<file path="config.mk">
export PLATFORM = sky130hd
export DESIGN_NAME = vidac_enc
export DESIGN_NICKNAME = d
export VERILOG_FILES = /design/src/rtl/vidac_enc.sv
export SDC_FILE = /design/constraint.sdc
export NUM_CORES = 1
export LEC_CHECK = 0
export ABC_AREA = 0
export BUFFER_PORTS_ARGS = -buffer_cell sky130_fd_sc_hd__buf_2
export CORE_MARGIN = 2
export CORE_UTILIZATION = 30
export CTS_CLUSTER_DIAMETER = 50
export DETAILED_ROUTE_END_ITERATION = 10
export HOLD_SLACK_MARGIN = 0.02
export MAX_ROUTING_LAYER = met4
export PLACE_DENSITY_LB_ADDON = 0.2
export SYNTH_ARGS = -nofsm -noshare
export SYNTH_HDL_FRONTEND = slang
export SYNTH_SLANG_ARGS = --single-unit
</file>
<file path="constraint.sdc">
create_clock -name clock -period 7.13 [get_ports clock]
set_clock_uncertainty 0.1 [all_clocks]
set_input_delay 1.0695 -clock clock [delete_from_list [all_inputs] [get_ports clock]]
set_output_delay 1.0695 -clock clock [all_outputs]
set_load 0.02 [all_outputs]
</file>
<file path="src/rtl/vidac_enc.sv">
// vidac_enc: queues drawing commands as little-endian byte records in video
// memory, then terminates the list and kicks the accelerator.
// Build option: define VIDAC_ENC_AUTOFLUSH_EN so that a push which does not
// fit flushes the list first and then emits the held record at offset 0.
//
// state | meaning
// IDLE  | accepts push/flush, rdy=1
// EMIT  | writing one record byte per cycle
// TERM  | writing the 00 terminator
// KICK  | one-cycle start pulse, bus released
// WAITB | waiting for accelerator to go busy
// WAITD | waiting for accelerator to finish
module vidac_enc #(
  parameter int          MAXLEN = 4096,
  parameter logic [17:0] BASE   = 18'h20000
) (
  input  logic        clock,
  input  logic        reset_n,
  input  logic [2:0]  op,
  input  logic [15:0] px1,
  input  logic [15:0] py1,
  input  logic [15:0] px2,
  input  logic [15:0] py2,
  input  logic [7:0]  pc,
  input  logic        push,
  input  logic        flush,
  output logic        rdy,
  output logic        err,
  output logic [15:0] len,
  output logic [17:0] a,
  output logic [7:0]  o,
  output logic        w,
  output logic        own,
  output logic        cmd,
  input  logic        bsy
);

  typedef enum logic [2:0] {S_IDLE, S_EMIT, S_TERM, S_KICK, S_WAITB, S_WAITD} state_t;

  state_t      r_state;
  logic [15:0] r_ptr;
  logic [2:0]  r_op;
  logic [15:0] r_x1, r_y1, r_x2, r_y2;
  logic [7:0]  r_c;
  logic [3:0]  r_n;
  logic [3:0]  r_idx;
  logic        r_pend;
  logic        r_held;
  logic [17:0] r_a;
  logic [7:0]  r_o;
  logic        r_w, r_own, r_cmd, r_err;

  logic [3:0]  w_n_in;
  logic        w_op_ok;
  logic [16:0] w_need;
  logic        w_fits;
  logic        w_flush_req;
  logic        w_acc, w_auto, w_rej, w_term;
  logic [7:0]  w_rec [0:9];

  // record length (opcode byte included) for the incoming command
  always_comb begin
    w_n_in = 4'd0;
    case (op)
      3'd1, 3'd2, 3'd3: w_n_in = 4'd10;
      3'd4:             w_n_in = 4'd6;
      3'd5, 3'd6:       w_n_in = 4'd8;
      default:          w_n_in = 4'd0;
    endcase
  end

  // push/flush decisions while idle; pending flush counts as a flush request
  always_comb begin
    w_op_ok     = (op != 3'd0) && (op != 3'd7);
    w_need      = {1'b0, r_ptr} + {13'd0, w_n_in} + 17'd1;
    w_fits      = (w_need <= 17'(MAXLEN));
    w_flush_req = flush | r_pend;
    w_acc       = push & w_op_ok & w_fits;
`ifdef VIDAC_ENC_AUTOFLUSH_EN
    w_auto      = push & w_op_ok & ~w_fits & (r_ptr != 16'd0);
`else
    w_auto      = 1'b0;
`endif
    w_rej       = push & ~w_acc & ~w_auto;
    w_term      = w_auto | (~w_acc & w_flush_req & (r_ptr != 16'd0));
  end

  // byte image of the latched record
  always_comb begin
    for (int i = 0; i < 10; i++) w_rec[i] = 8'h00;
    w_rec[0] = {5'd0, r_op};
    case (r_op)
      3'd4: begin
        w_rec[1] = r_x2[7:0]; w_rec[2] = r_x2[15:8];
        w_rec[3] = r_y2[7:0]; w_rec[4] = r_y2[15:8];
        w_rec[5] = r_c;
      end
      3'd5, 3'd6: begin
        w_rec[1] = r_x1[7:0]; w_rec[2] = r_x1[15:8];
        w_rec[3] = r_y1[7:0]; w_rec[4] = r_y1[15:8];
        w_rec[5] = r_x2[7:0]; w_rec[6] = r_x2[15:8];
        w_rec[7] = r_c;
      end
      default: begin
        w_rec[1] = r_x1[7:0]; w_rec[2] = r_x1[15:8];
        w_rec[3] = r_y1[7:0]; w_rec[4] = r_y1[15:8];
        w_rec[5] = r_x2[7:0]; w_rec[6] = r_x2[15:8];
        w_rec[7] = r_y2[7:0]; w_rec[8] = r_y2[15:8];
        w_rec[9] = r_c;
      end
    endcase
  end

  // sequencer with registered bus outputs
  always_ff @(posedge clock) begin
    if (!reset_n) begin
      r_state <= S_IDLE;
      r_ptr   <= 16'd0;
      r_op    <= 3'd0;
      r_x1    <= 16'd0; r_y1 <= 16'd0; r_x2 <= 16'd0; r_y2 <= 16'd0;
      r_c     <= 8'd0;
      r_n     <= 4'd0;
      r_idx   <= 4'd0;
      r_pend  <= 1'b0;
      r_held  <= 1'b0;
      r_a     <= 18'd0;
      r_o     <= 8'd0;
      r_w     <= 1'b0;
      r_own   <= 1'b0;
      r_cmd   <= 1'b0;
      r_err   <= 1'b0;
    end else begin
      r_err <= 1'b0;
      r_cmd <= 1'b0;
      case (r_state)
        S_IDLE: begin
          r_err <= w_rej;
          if (w_acc | w_auto) begin
            r_op <= op;
            r_x1 <= px1; r_y1 <= py1; r_x2 <= px2; r_y2 <= py2;
            r_c  <= pc;
            r_n  <= w_n_in;
          end
          r_held <= w_auto;
          if (w_acc) begin
            r_state <= S_EMIT;
            r_a     <= BASE + {2'd0, r_ptr};
            r_o     <= {5'd0, op};
            r_w     <= 1'b1;
            r_own   <= 1'b1;
            r_ptr   <= r_ptr + 16'd1;
            r_idx   <= 4'd1;
            r_pend  <= w_flush_req;
          end else if (w_term) begin
            r_state <= S_TERM;
            r_a     <= BASE + {2'd0, r_ptr};
            r_o     <= 8'h00;
            r_w     <= 1'b1;
            r_own   <= 1'b1;
            r_pend  <= w_auto & w_flush_req;
          end else begin
            r_pend  <= 1'b0;
          end
        end
        S_EMIT: begin
          if (r_idx == r_n) begin
            if (r_pend) begin
              r_state <= S_TERM;
              r_a     <= BASE + {2'd0, r_ptr};
              r_o     <= 8'h00;
              r_pend  <= 1'b0;
            end else begin
              r_state <= S_IDLE;
              r_w     <= 1'b0;
              r_own   <= 1'b0;
            end
          end else begin
            r_a   <= BASE + {2'd0, r_ptr};
            r_o   <= w_rec[r_idx];
            r_ptr <= r_ptr + 16'd1;
            r_idx <= r_idx + 4'd1;
          end
        end
        S_TERM: begin
          r_state <= S_KICK;
          r_w     <= 1'b0;
          r_own   <= 1'b0;
          r_cmd   <= 1'b1;
        end
        S_KICK: r_state <= S_WAITB;
        S_WAITB: if (bsy) r_state <= S_WAITD;
        S_WAITD: begin
          if (!bsy) begin
            if (r_held) begin
              // replay the command that did not fit, now at the buffer start
              r_held  <= 1'b0;
              r_state <= S_EMIT;
              r_a     <= BASE;
              r_o     <= {5'd0, r_op};
              r_w     <= 1'b1;
              r_own   <= 1'b1;
              r_ptr   <= 16'd1;
              r_idx   <= 4'd1;
            end else begin
              r_state <= S_IDLE;
              r_ptr   <= 16'd0;
            end
          end
        end
        default: r_state <= S_IDLE;
      endcase
    end
  end

  assign rdy = (r_state == S_IDLE);
  assign err = r_err;
  assign len = r_ptr;
  assign a   = r_a;
  assign o   = r_o;
  assign w   = r_w;
  assign own = r_own;
  assign cmd = r_cmd;

endmodule

</file>
# After elaboration in Yosys (flattened, before gate mapping)
# Cells that the tools add are included.
[word_totals]
register_bits = 133
inputBits = 80
[op_classes]
eq_ne = 25
bitwise = 8
mux = 52
n_lt_le_gt_ge = 2
addsub = 5
reduce_logical = 21
[op_table]
columns = ["cell", "count"]
rows = [
  ["2-to-1 mux 18 bit", 6],
  ["2-to-1 mux 16 bit", 4],
  ["2-to-1 mux 8 bit", 8],
  ["one-hot mux 18 bit (3 select lines)", 1],
  ["one-hot mux 16 bit (3 select lines)", 1],
  ["2-to-1 mux 40 bit", 1],
  ["binary-select mux 8 bit (select 4 bit)", 1],
  ["one-hot mux 16 bit (2 select lines)", 1],
  ["== test 3 bit (second input constant)", 8],
  ["one-hot mux 4 bit (3 select lines)", 2],
  ["one-hot mux 8 bit (3 select lines)", 1],
  ["adder 18 x 16 -> 18 bit (first input constant)", 1],
  ["one-hot mux 3 bit (6 select lines)", 1],
  ["adder 16 x 4 -> 17 bit", 1],
  ["adder 17 x 1 -> 17 bit (second input constant)", 1],
  ["less-or-equal comparator 17 x 13 -> 1 bit (second input constant)", 1],
  ["adder 16 x 1 -> 16 bit (second input constant)", 1],
  ["2-to-1 mux 4 bit", 4],
  ["nonzero test 16 bit", 1],
  ["2-to-1 mux 3 bit", 5],
  ["== test 3 x 2 -> 1 bit (second input constant)", 4],
  ["2-to-1 mux 1 bit", 12],
  ["inequality test 2 bit (second input constant)", 6],
  ["AND reduction 5 bit", 2],
  ["other kinds (24)", 39],
]

# Depth between registers and ports, before layout
# Gate-level depths: netlist of run 1.
[logic_depth]
word_depth = 13
ltp_mapped = 14
depth_no_buf = 11

# Worst setup path after synthesis of run 1
# OpenSTA, ideal clock, no wires.
[synth_timing]
path_type = "input-to-reg"
from = "input port op[0]"
to = "register r_ptr[13], in the netlist len[13]"
setup_time_ns = 0.071
slack_ns = 3.187
stages = 12
t_required_ns = 6.959
arrival_ns = 3.772
cell_sequence = "nor2_1 -> xnor2_1 -> ha_1 -> a211o_1 -> a21oi_1 -> o21ba_2 -> o221ai_2 -> a2111oi_4 -> o21ai_2 -> buf_6 -> or3_1 -> a21oi_1"
[synth_via]
elab_chain_len = 9
elab_cells_between_ends = 19
[synth_rtl]
columns = ["element", "line", "text"]
rows = [
  ["start: declaration", "19", "input logic [2:0] op,"],
  ["== test 3 x 1 -> 1 bit (tied with other cells)", "64", "case (op)"],
  ["OR reduction 3 bit / OR reduction 2 bit (equally long branches)", "64", ""],
  ["one-hot mux 4 bit (3 select lines) (*)", "64", ""],
  ["via w_n_in[1]", "53", "logic [3:0] w_n_in;"],
  ["adder 16 x 4 -> 17 bit (*)", "75", "w_need = {1'b0, r_ptr} + {13'd0, w_n_in} + 17'd1;"],
  ["adder 17 x 1 -> 17 bit (*)", "75", ""],
  ["less-or-equal comparator 17 x 13 -> 1 bit (*)", "76", "w_fits = (w_need <= 17'(MAXLEN));"],
  ["bitwise AND 1 bit (*)", "78", "w_acc = push & w_op_ok & w_fits;"],
  ["inequality test 2 x 1 -> 1 bit (no source line) (*)", "n/a", ""],
  ["AND reduction 4 bit (no source line) (*)", "n/a", ""],
  ["end signal: assignment", "151", "r_ptr <= r_ptr + 16'd1;"],
  ["end signal: assignment", "180", "r_ptr <= r_ptr + 16'd1;"],
  ["end: declaration", "41", "logic [15:0] r_ptr;"],
]
# The timed path passes the listed nets; every way through them passes the cells marked *.
# A chain may end at the register's enable or synchronous reset.

# Worst setup path in the final report of run 1
[layout_timing]
from = "input port op[0]"
to = "register r_x2[1]"
[layout_via]
elab_chain_len = 8
elab_cells_between_ends = 18
[layout_rtl]
columns = ["element", "line", "text"]
rows = [
  ["== test 3 x 1 -> 1 bit (tied with other cells)", "64", ""],
  ["OR reduction 3 bit / OR reduction 2 bit (equally long branches)", "64", ""],
  ["one-hot mux 4 bit (3 select lines) (*)", "64", ""],
  ["via w_n_in[1]", "53", ""],
  ["adder 16 x 4 -> 17 bit (*)", "75", ""],
  ["adder 17 x 1 -> 17 bit (*)", "75", ""],
  ["less-or-equal comparator 17 x 13 -> 1 bit (*)", "76", ""],
  ["bitwise AND 1 bit (*)", "78", ""],
  ["AND reduction 2 bit (no source line) (*)", "n/a", ""],
  ["end signal: assignment", "140", "r_x1 <= px1; r_y1 <= py1; r_x2 <= px2; r_y2 <= py2;"],
  ["end: declaration", "43", "logic [15:0] r_x1, r_y1, r_x2, r_y2;"],
]
# Marks and branches as above.

==> results.md, run 1 <==
* Run status: finished, final reports clean
* Distinct cells, synth at 63
* Portion of total power attributed to sequential cells at a little under two fifths
* Via count of the first global-routing pass at 5,768
* Number of pins exceeding their max-slew limit in the final report at 0
* Die Width at around 160 um
* Effective utilization at floorplan at 30.5%
* Maximum clock frequency at roughly 210 MHz
* Cell Area, Placed at approximately 7600 sq um
* CTS tree: yes
* Worst reg2reg path endpoint: r_x2[1]
* Critical Path End Type: flop
* First drt pass iteration count at 7
* Critical path fanouts, max at 42
* Post-synth top flop: dfxtp_1
* Mapped Nets at between 900 and 1,000
* Buffer depth of the longest clock path at 2
* Total internal power at around 0.0016 W
* Final period demand of the worst path at between 4 and 5 ns
* Iteration-0 DRC count of the detailed router at between 400 and 500
* Max IR drop VDD at around 150 uV
* Critical path type: input pin to flop
* Power density of the placed cells at slightly below 300 nW/um^2
* Depth of the worst register-to-register path at 10
* Deepest level of the CTS H-tree at 4
* Gr ovfl total at 0
* Commonest non-fill, non-tap cell in the layout: nand2_1
* I/O pin total at roughly 130
* Combined global-route utilization of all metal layers at 17.5%
* Global-route wire length before repair at roughly 32,000 um
* Post-synthesis sequential area ratio at 37.6%
* Mapped Avg Cell Area at between 8 and 9 sq um
* Hold Path Class: flop to flop
* PostCTS Resize Cnt at 0
* Part of the total power dissipated in the clock network at 36.9%
* Hold-fix buffers at CTS at 0
* Wire length per cell after detailed routing at 17.0 um
* Core Region at 22,600 sq um
* Chain of cells forming the critical path: buf_2 -> nor2_1 -> xnor2_1 -> ha_1 -> a211o_1 -> a21oi_1 -> o21ba_2 -> o221ai_2 -> a21oi_1 -> nand2_2 -> buf_4 -> nand2_1 -> a21boi_0
* Post-Syn Area at 6910 sq um
* Worst-skew pair later-pin latency at about 0.43 ns
* Max-cap violation count at 0
* Hold wc startpoint: a[17]
* Share of the cycle needed by the critical path after routing at about 67%
* Fraction of layout cells with a size suffix above 1 at between 20% and 30%
* Slowest stage cell on the critical path: a21oi_1
* Startpoint class of the critical path: input pin
* Chip height at 156 um
* Count of unresolved DRC violations after routing at 0
* Warnings from Yosys at 0
* Die Area at around 24,000 sq um
* Final routed wirelength across all metal layers at approximately 20,000 um
* # nets final at 997
* Sw frac at roughly a third
* Max_slew headroom at between 20% and 30%
* Buffers inserted during post-CTS setup optimization at 0
* DP Wirelength at ~15,000 um
* Crit path DAT at 4.99 ns
* Final setup violation count at 0
* Detailed-route via count at between 6,000 and 7,000
* Worst reg-to-reg setup slack at roughly 2.9 ns
* Async set or reset register ratio after synthesis at 0%
* Weighted congestion at the end of routability-driven global placement at 0.873
* Hold endpoint: a[17]
* Antenna violations before repair at 0
* CP top delay family: compound AO/OA/AOI/OAI gates
* Flip-flop and latch count after synthesis at 130
* Largest net degree at the start of global routing at between 100 and 150
* CTS clk-pin slew, worst paths at approximately 0.050 ns
* Number of buffers and inverters on the critical path at 2
* Clock sink total at 130
* Crit path top cell by count: a21oi_1
* Commonest cells after routing, fill and taps aside: nand2_1 (226), dfxtp_1 (129), buf_2 (125)
* Antenna Diode Count at 0
* Cell count of the worst hold path at 1
* Cell type with the highest aggregate area in the netlist: dfxtp_1
* Post-route antenna net violation count at 0
* Slowest Stage Delay on Critical Path at around 0.79 ns
* Setup Total Neg Slack at 0 ns
* Unrepaired setup endpoints after global routing: no
* R2r startpoint: len[1]
* Number of buffer cells added on primary ports at 125
* Row Count at between 50 and 60
* Top cells by area, synth: dfxtp_1 (38%), nand2_1 (12%), a21boi_0 (8.5%), mux4_2 (6.2%), mux2i_1 (3.2%)
* Endpoints failing hold at 0
* Static Leak at ~3.2 nW
* Area delta synth->final at 19.1%
* Least-Margin Pin Slew at 1.10 ns
* Finished layout cell area at slightly above 8000 sq um
* Number of CTS-inserted buffers at 17
* Number of logic stages on the critical path including buffering at 13
* Logic gate share of total power at between 20% and 30%
* Total net switching power at 0.000815 W
* Required @ worst endpoint at between 7 and 8 ns
* Instance count of the mapped netlist at 824
* Via-per-instance ratio at 5.05
* Clock root buffer: clkbuf_16
* Proportion of netlist area held by the largest area contributor at between 30% and 40%
* Number of flops mapped to enable cells by yosys at 0
==> routing by layer <==
layer | global-route usage (%) | routed length (um) | vias to the layer above
li1 | - | - | 3053
met1 | 23.1 | 9700 | 2856
met2 | 27.2 | 9390 | 165
met3 | 3.33 | 1000 | 26
met4 | 5.55 | 393 | 0
met5 | - | 0 | -
==> synth_stat cells (all sizes together) (8+ instances only) <==
library cell  number
nand2            227
inv                9
nand3             25
dfxtp            130
nor3               9
clkbuf            38
nor2b             25
a21boi            81
a221oi             9
nor2              30
a222oi             8
a21oi             18
o21ai             36
buf               28
o22ai              9
mux2i             22
mux4              19
and3               9
==> through the flow <==
stage	utilization, %	setup WS (ns)	cells	total power (W)	hold WS [ns]
after floorplan	-	3.19	824	0.00137	0.338
after global placement	33.7	2.05	1177	0.00155	0.345
after detailed placement	33.7	1.90	1177	0.00155	0.355
after CTS	36.4	2.35	1208	0.00245	0.367
after global routing	36.4	1.91	1208	0.00256	0.378
final	36.4	2.34	1208	0.00243	0.364
==> power groups by stage <==
| stage | Clock (W) | Sequential, W | Combinational (W) |
|---|---|---|---|
| 6_report | 0.000897 | 0.000916 | 0.000615 |
| 5_1_grt | 0.000948 | 0.000930 | 0.000681 |
| 4_1_cts | 0.000915 | 0.000916 | 0.000622 |
| 3_5_place_dp | 0 | 0.000932 | 0.000620 |
| 3_3_place_gp | 0 | 0.000932 | 0.000619 |
| 2_1_floorplan | 0 | 0.000892 | 0.000474 |
==> worst max path at each step <==
stage | end | slack, ns | from
2_1_floorplan | len[13] | 3.19 | op[0]
3_3_place_gp | r_y2[9] | 2.05 | op[0]
3_5_place_dp | r_y2[8] | 1.90 | op[0]
4_1_cts | r_y2[8] | 2.35 | op[0]
5_1_grt | r_y2[13] | 1.91 | op[0]
6_report | r_x2[1] | 2.34 | op[0]
==> registers in the layout, indices dropped and copies added (netlist names), 4 cells and up <==
name   flops
r_y2      16
r_idx      4
a         17
r_x2      16
r_x1      16
o          8
r_c        8
len       16
r_y1      16
==> worst register-to-register path: cells and delay by family, from the launching register on <==
kind / cells / cell delay [ns]
flip-flops: 1 / 0.53
AND/OR/NAND/NOR: 2 / 0.79
AO/OA/AOI/OAI: 6 / 1.91
buffers and inverters: 1 / 0.49
adder cells (fa/ha/maj): 1 / 0.32
==> area by class of cell <==
| class | count | area, sq um |
|---|---|---|
| timing repair buffer | 135 | 701 |
| sequential | 130 | 2600 |
| clock inverter | 13 | 160 |
| inverter | 9 | 33.8 |
| clock buffer | 18 | 439 |
| fill | 2381 | 14400 |
| tap | 285 | 357 |
| multi-input combinational | 618 | 3940 |
==> kinds of logic (layout without fill, tap and decap cells) <==
family,Yosys count,count (layout),share of synthesized area (%)
xor+xnor,13,13,1.65
fa+ha+maj,6,6,1.09
mux,46,46,10.2
other cells,1,1,0.0542
simple gates,352,352,22.7
compound gates,200,200,21.2
flops,130,130,37.6
buf+inv,76,175,5.50
No activity file was read; power rests on OpenSTA's default activity.
==> inputs of run 2 (changes only) <==
--- a/config.mk
+++ b/config.mk
@@ -5,7 +5,7 @@
 export SDC_FILE = /design/constraint.sdc
 export NUM_CORES = 1
 export LEC_CHECK = 0
-export ABC_AREA = 0
+export ABC_AREA = 1
 export BUFFER_PORTS_ARGS = -buffer_cell sky130_fd_sc_hd__buf_2
 export CORE_MARGIN = 2
 export CORE_UTILIZATION = 30
==> constraint.sdc (replaced) <==
create_clock -name clock -period 4.95 [get_ports clock]
set_clock_uncertainty 0.1 [all_clocks]
set_input_delay 0.7425 -clock clock [delete_from_list [all_inputs] [get_ports clock]]
set_output_delay 0.7425 -clock clock [all_outputs]
set_load 0.02 [all_outputs]
==> results.md, run 2 <==
* Via count of the first global-routing pass at 6,744
* Effective utilization at floorplan at a little under a third
* Antenna Diode Count at 0
* Largest net degree at the start of global routing at 54
* Number of flops mapped to enable cells by yosys at 0
* Mapped Avg Cell Area at approximately 6.5 sq um
* Number of buffer cells added on primary ports at approximately 130
* Weighted congestion at the end of routability-driven global placement at roughly 0.90
* Fraction of layout cells with a size suffix above 1 at 15.6%
* Worst hold slack at about 0.35 ns
* Core Region at about 23,000 sq um
* CTS tree: yes
* Share of the cycle needed by the critical path after routing at between 70% and 80%
* Filler Cell Count at roughly 2,500
* Critical path type: input pin to flop
* Row Count at 55
* Via-per-instance ratio at ~4.8
* First drt pass iteration count at 5
* Proportion of netlist area held by the largest area contributor at 37.2%
* Wire length per cell after detailed routing at around 15 um
* Detailed-route via count at slightly above 7,000
* Clock root buffer: clkbuf_16
* Critical path fanouts, max at 36
* Post-Syn Area at ~7000 sq um
* Commonest cells after routing, fill and taps aside: nand2_1 (184), nor2_1 (169), o21ai_0 (151)
* Gr ovfl total at 0
* Iteration-0 DRC count of the detailed router at roughly 540
* Max_slew headroom at between 40% and 50%
* Die Area at approximately 25,000 sq um
* Buffer depth of the longest clock path at 2
* Clock sink total at 130
* Distinct cells, synth at 36
* CTS clk-pin slew, worst paths at around 0.060 ns
* Post-synthesis sequential area ratio at between 30% and 40%
* Post-route antenna net violation count at 0
* Combined global-route utilization of all metal layers at 19.9%
* # nets final at ~1,200
* Unrepaired setup endpoints after global routing: no
* Hold Path Class: flop to flop
* Commonest non-fill, non-tap cell in the layout: nand2_1
* Least-Margin Pin Slew at 0.865 ns
* Chip height at approximately 160 um
* Flip-flop and latch count after synthesis at 130
* Count of unresolved DRC violations after routing at 0
* Maximum clock frequency at between 200 and 300 MHz
* Power density of the placed cells at between 500 and 600 nW/um^2
* PostCTS Resize Cnt at 0
* Final period demand of the worst path at about 3.6 ns
* Run status: finished, final reports clean
* Startpoint class of the critical path: input pin
* Final core utilization at between 30% and 40%
* Top cells by area, synth: dfxtp_1 (37%), o21ai_0 (11%), nand2_1 (9.9%), nor2_1 (9.1%), a21oi_1 (7.4%)
* Mapped Nets at 1,159
* Instance count of the mapped netlist at 1,073
* Number of CTS-inserted buffers at 17
* Post-synth top flop: dfxtp_1
* Setup Total Neg Slack at 0 ns
* Endpoints failing hold at 0
* Crit path DAT at approximately 3.8 ns
* I/O pin total at 127
* Global-route wire length before repair at 37,100 um
* Most frequent cells after synthesis: nand2_1 (184), nor2_1 (169), o21ai_0 (151), dfxtp_1 (130), inv_1 (114)
* Area delta synth->final at 20.8%
* Cell Area, Placed at 7790 sq um
* Final setup violation count at 0
* Cell type with the highest aggregate area in the netlist: dfxtp_1
* Warnings from Yosys at 0
* Antenna violations before repair at 0
* Critical Path End Type: flop
* Final routed wirelength across all metal layers at about 23,000 um
* Required @ worst endpoint at between 5 and 6 ns
* Async set or reset register ratio after synthesis at 0%
* Number of flip-flops under the largest register name at 17
* Finished layout cell area at 8440 sq um
* Static Leak at approximately 3.7 nW
* Max IR drop VDD at roughly 240 uV
* DP Wirelength at between 15,000 and 20,000 um
* Max-cap violation count at 0
* Die Width at between 150 and 200 um
* Number of pins exceeding their max-slew limit in the final report at 0
* Worst-skew pair later-pin latency at around 0.43 ns
* Buffers inserted during post-CTS setup optimization at 0
* Deepest level of the CTS H-tree at 4
* Top-count cell post-synth: nand2_1
* Hold-fix buffers at CTS at 0
[run 2: cell count changes after synthesis, sizes merged, moves of 26 or more]
cell    before  now
nor2        30  171
a21oi       18  104
a21boi      81    0
inv          9  115
o21ai       36  152
nand4        6   32
nand2      227  188
[run 2: final timing paths]
kind | depth (start not counted) | start | slack (ns) | to
hold reg to reg | 2 | r_y1[4] | 0.35 | r_y1[4]
hold / removal | 2 | r_y1[4] | 0.35 | r_y1[4]
setup reg to reg | 17 | len[2] | 1.67 | r_y1[6]
setup / recovery | 23 | op[1] | 1.38 | r_y1[6]
[run 2: area by class of cell]
cell class / instances / area [sq um] / area share, %
multi-input cells: 759 / 3630 / 43.0
flip-flops and latches: 130 / 2600 / 30.8
repair buffers: 137 / 728 / 8.62
inverters: 117 / 439 / 5.20
clock buffers: 18 / 429 / 5.08
well taps: 313 / 392 / 4.64
clock inverters: 14 / 226 / 2.68
[run 2: cells by family after synthesis]
logic type	count (synthesis)	share of synthesized area (%)
adder cells (fa/ha/maj)	6	1.07
flip-flops	130	37.2
AND/OR/NAND/NOR	460	28.1
buffers and inverters	184	10.9
XOR/XNOR	20	2.51
other	1	0.0537
AO/OA/AOI/OAI	272	20.1
[run 2: through the flow]
| stage | instances | power (W) | setup slack [ns] |
|---|---|---|---|
| 6_report | 1488 | 0.00492 | 1.38 |
| 5_1_grt | 1488 | 0.00530 | 1.02 |
| 4_1_cts | 1488 | 0.00496 | 1.39 |
| 3_5_place_dp | 1456 | 0.00352 | 0.945 |
| 3_3_place_gp | 1456 | 0.00351 | 1.02 |
| 2_1_floorplan | 1073 | 0.00294 | 1.75 |
[run 2: layer usage]
layer  vias to the layer above  GRT usage, %  wire length, um
li1                       3689             -                -
met1                      3296          28.5            11700
met2                       213          28.6             9670
met3                        17          3.82             1310
met4                         0          5.37              281
met5                         -             -                0
[run 2: worst max-delay path, stage by stage]
cell     delay (ns)
buf_2          0.09
inv_1          0.06
nand2_1        0.10
inv_1          0.05
or2_2          0.30
inv_1          0.06
ha_1           0.24
nand2_1        0.12
nor2_1         0.06
nand2_1        0.09
nand3_1        0.18
nand2_1        0.10
nand2_1        0.05
nand2_1        0.07
nor2_1         0.04
nand3_1        0.08
nand2_1        0.10
nand2_4        0.13
nor2_8         0.04
inv_2          0.37
buf_4          0.43
o21ai_0        0.15
a21oi_1        0.16
[run 2: power breakdown]
| part | switching [W] | total [W] | internal [W] |
|---|---|---|---|
| registers | 0.000203 | 0.00154 | 0.00133 |
| logic | 0.00137 | 0.00196 | 0.000596 |
| clock network | 0.000518 | 0.00142 | 0.000903 |
| total | 0.00209 | 0.00492 | 0.00283 |
==> inputs of run 3 (changes only) <==
==> constraint.sdc (replaced) <==
create_clock -name clock -period 3.2 [get_ports clock]
set_clock_uncertainty 0.1 [all_clocks]
set_input_delay 0.48 -clock clock [delete_from_list [all_inputs] [get_ports clock]]
set_output_delay 0.48 -clock clock [all_outputs]
set_load 0.02 [all_outputs]
==> results.md, run 3 (same netlist as run 2, synthesis figures left out) <==
* Detailed-route via count at around 7,400
* Effective utilization at floorplan at between 30% and 40%
* Worst-skew pair later-pin latency at roughly 0.42 ns
* Cell count of the worst hold path at 3
* Via count of the first global-routing pass at between 6,000 and 7,000
* Number of CTS-inserted buffers at 17
* Wire length per cell after detailed routing at roughly 15 um
* Combined global-route utilization of all metal layers at roughly a fifth
* Core Region at ~23,000 sq um
* Number of buffers and inverters on the critical path at 6
* Critical path type: input pin to flop
* Least-Margin Pin Slew at just over 0.7 ns
* Chip height at approximately 160 um
* Largest net degree at the start of global routing at 50
* # nets final at around 1,300
* Area delta synth->final at 27.2%
* Antenna Diode Count at 0
* Number of buffer cells added on primary ports at between 100 and 150
* Die Width at roughly 160 um
* Final setup violation count at 0
* CP top delay family: simple AND/OR/NAND/NOR gates
* Crit path top cell by count: nand2_1
* Hold endpoint: r_y1[9]
* Clock sink total at 130
* CTS clk-pin slew, worst paths at about 0.06 ns
* Buffer depth of the longest clock path at 2
* Startpoint class of the critical path: input pin
* Row Count at 55
* Hold-fix buffers at CTS at 0
* Post-route antenna net violation count at 0
* Count of unresolved DRC violations after routing at 0
* Chain of cells forming the critical path: buf_2 -> inv_1 -> nor3_1 -> or2_2 -> inv_1 -> ha_1 -> nand2_2 -> nor2_1 -> nand2_1 -> nand2_2 -> nand2_1 -> nand2_1 -> nand2_1 -> nor3_4 -> nand2_4 -> nor2_8 -> inv_2 -> buf_12 -> buf_4 -> o21ai_0 -> a21oi_1
* Commonest cells after routing, fill and taps aside: nand2_1 (183), nor2_1 (169), o21ai_0 (149)
* Gr ovfl total at 0
* Static Leak at between 4 and 5 nW
* Placement Setup Slack at -0.221 ns
* Max-cap violation count at 0
* Clock root buffer: clkbuf_16
* Setup WS post-layout at roughly 0.29 ns
* Weighted congestion at the end of routability-driven global placement at ~0.92
* Maximum clock frequency at between 300 and 400 MHz
* Iteration-0 DRC count of the detailed router at ~550
* Final period demand of the worst path at ~2.9 ns
* Via-per-instance ratio at between 4 and 5
* Antenna violations before repair at 0
* R2r startpoint: len[5]
* Slowest stage cell on the critical path: ha_1
* Critical path fanouts, max at 23
* Final non-filler cell total at 1,545
* Depth of the worst register-to-register path at 15
* Max IR drop VDD at between 300 and 400 uV
* CTS tree: yes
* Filler Cell Count at roughly 2,500
* Area of combinational cells with multiple inputs at about 3600 sq um
* Total area of sequential cells at roughly 2600 sq um
* Hold Path Class: input pin to flop
* Final routed wirelength across all metal layers at between 20,000 and 25,000 um
* Crit path DAT at approximately 3.1 ns
* Die Area at ~25,000 sq um
* Run status: finished, final reports clean
* Deepest level of the CTS H-tree at 4
* Number of placed cells counting well taps at around 1,500
* Final core utilization at between 30% and 40%
* First drt pass iteration count at 5
* Commonest non-fill, non-tap cell in the layout: nand2_1
* I/O pin total at ~130
* Worst hold slack at 0.181 ns
* Worst reg-to-reg setup slack at 0.47 ns
* Max_slew headroom at around half
* Hold wc startpoint: py1[9]
* Power density of the placed cells at roughly 860 nW/um^2
* Worst reg2reg path endpoint: r_y2[11]
* Share of the cycle needed by the critical path after routing at between 90 and 100%
* Fraction of layout cells with a size suffix above 1 at between 15 and 20%
* Endpoints failing hold at 0
* DP Wirelength at about 18,000 um
* Slowest Stage Delay on Critical Path at ~0.31 ns
* Global-route wire length before repair at about 37,000 um
* Required @ worst endpoint at ~3.4 ns
* Critical Path End Type: flop
* Number of pins exceeding their max-slew limit in the final report at 0
* Unrepaired setup endpoints after global routing: no
* Number of flip-flops under the largest register name at 17
run 3: changes by cell type in the layout (fill, tap and decap cells not counted), moves of 2 or more:
cell	before	now
buf_12	1	9
buf_4	11	59
bufinv_16	5	0
clkbuf_8	0	2
o21ai_0	151	149
o21ai_1	1	3
clkinv_2	1	3
run 3: worst min-delay path: cells and delay by family:
family	cells	cell delay (ns)
AND/OR/NAND/NOR	2	0.11
buffers and inverters	1	0.08
run 3: per-layer routing:
| layer | track usage, % | wire length (um) |
|---|---|---|
| met5 | - | 0 |
| met4 | 5.50 | 324 |
| met3 | 2.85 | 1140 |
| met2 | 28.5 | 9670 |
| met1 | 29.7 | 12100 |
run 3: worst max-delay path by stage:
stage	end	slack, ns	startpoint	cells past startpoint
3_5_place_dp	r_y2[11]	-0.22	op[0]	23
5_1_grt	r_x2[14]	0.009	op[0]	23
2_1_floorplan	a[17]	0.27	op[1]	22
3_3_place_gp	len[0]	-0.18	op[0]	22
4_1_cts	r_y2[11]	0.23	op[0]	23
6_report	r_y2[11]	0.29	op[0]	21
run 3: layout make-up:
class | instances | area share, %
clock buffer | 19 | 5.10
clock inverter | 13 | 1.15
inverter | 117 | 4.94
multi-input combinational | 759 | 40.9
sequential | 130 | 29.3
tap | 313 | 4.41
timing repair buffer | 194 | 14.2
run 3: report_power, final:
group / leakage (nW) / internal, W / total, W / switching (W)
logic: 2.69 / 0.00124 / 0.00350 / 0.00225
registers: 1.07 / 0.00206 / 0.00230 / 0.000244
clock network: 0.272 / 0.00104 / 0.00185 / 0.000805
run 3: stage by stage:
step | instance area [sq um] | power [W] | TNS (ns)
floorplan | 6990 | 0.00455 | 0
global placement | 8310 | 0.00580 | -10.24
detailed placement | 8310 | 0.00581 | -15.34
CTS | 8860 | 0.00769 | 0
global route | 8890 | 0.00827 | 0
finish | 8890 | 0.00765 | 0
run 3: what timing repair did:
item                                    4_1_cts  5_1_grt
buffers inserted                              0        1
endpoints found under the setup margin        0       71
gates resized for setup                       0        6
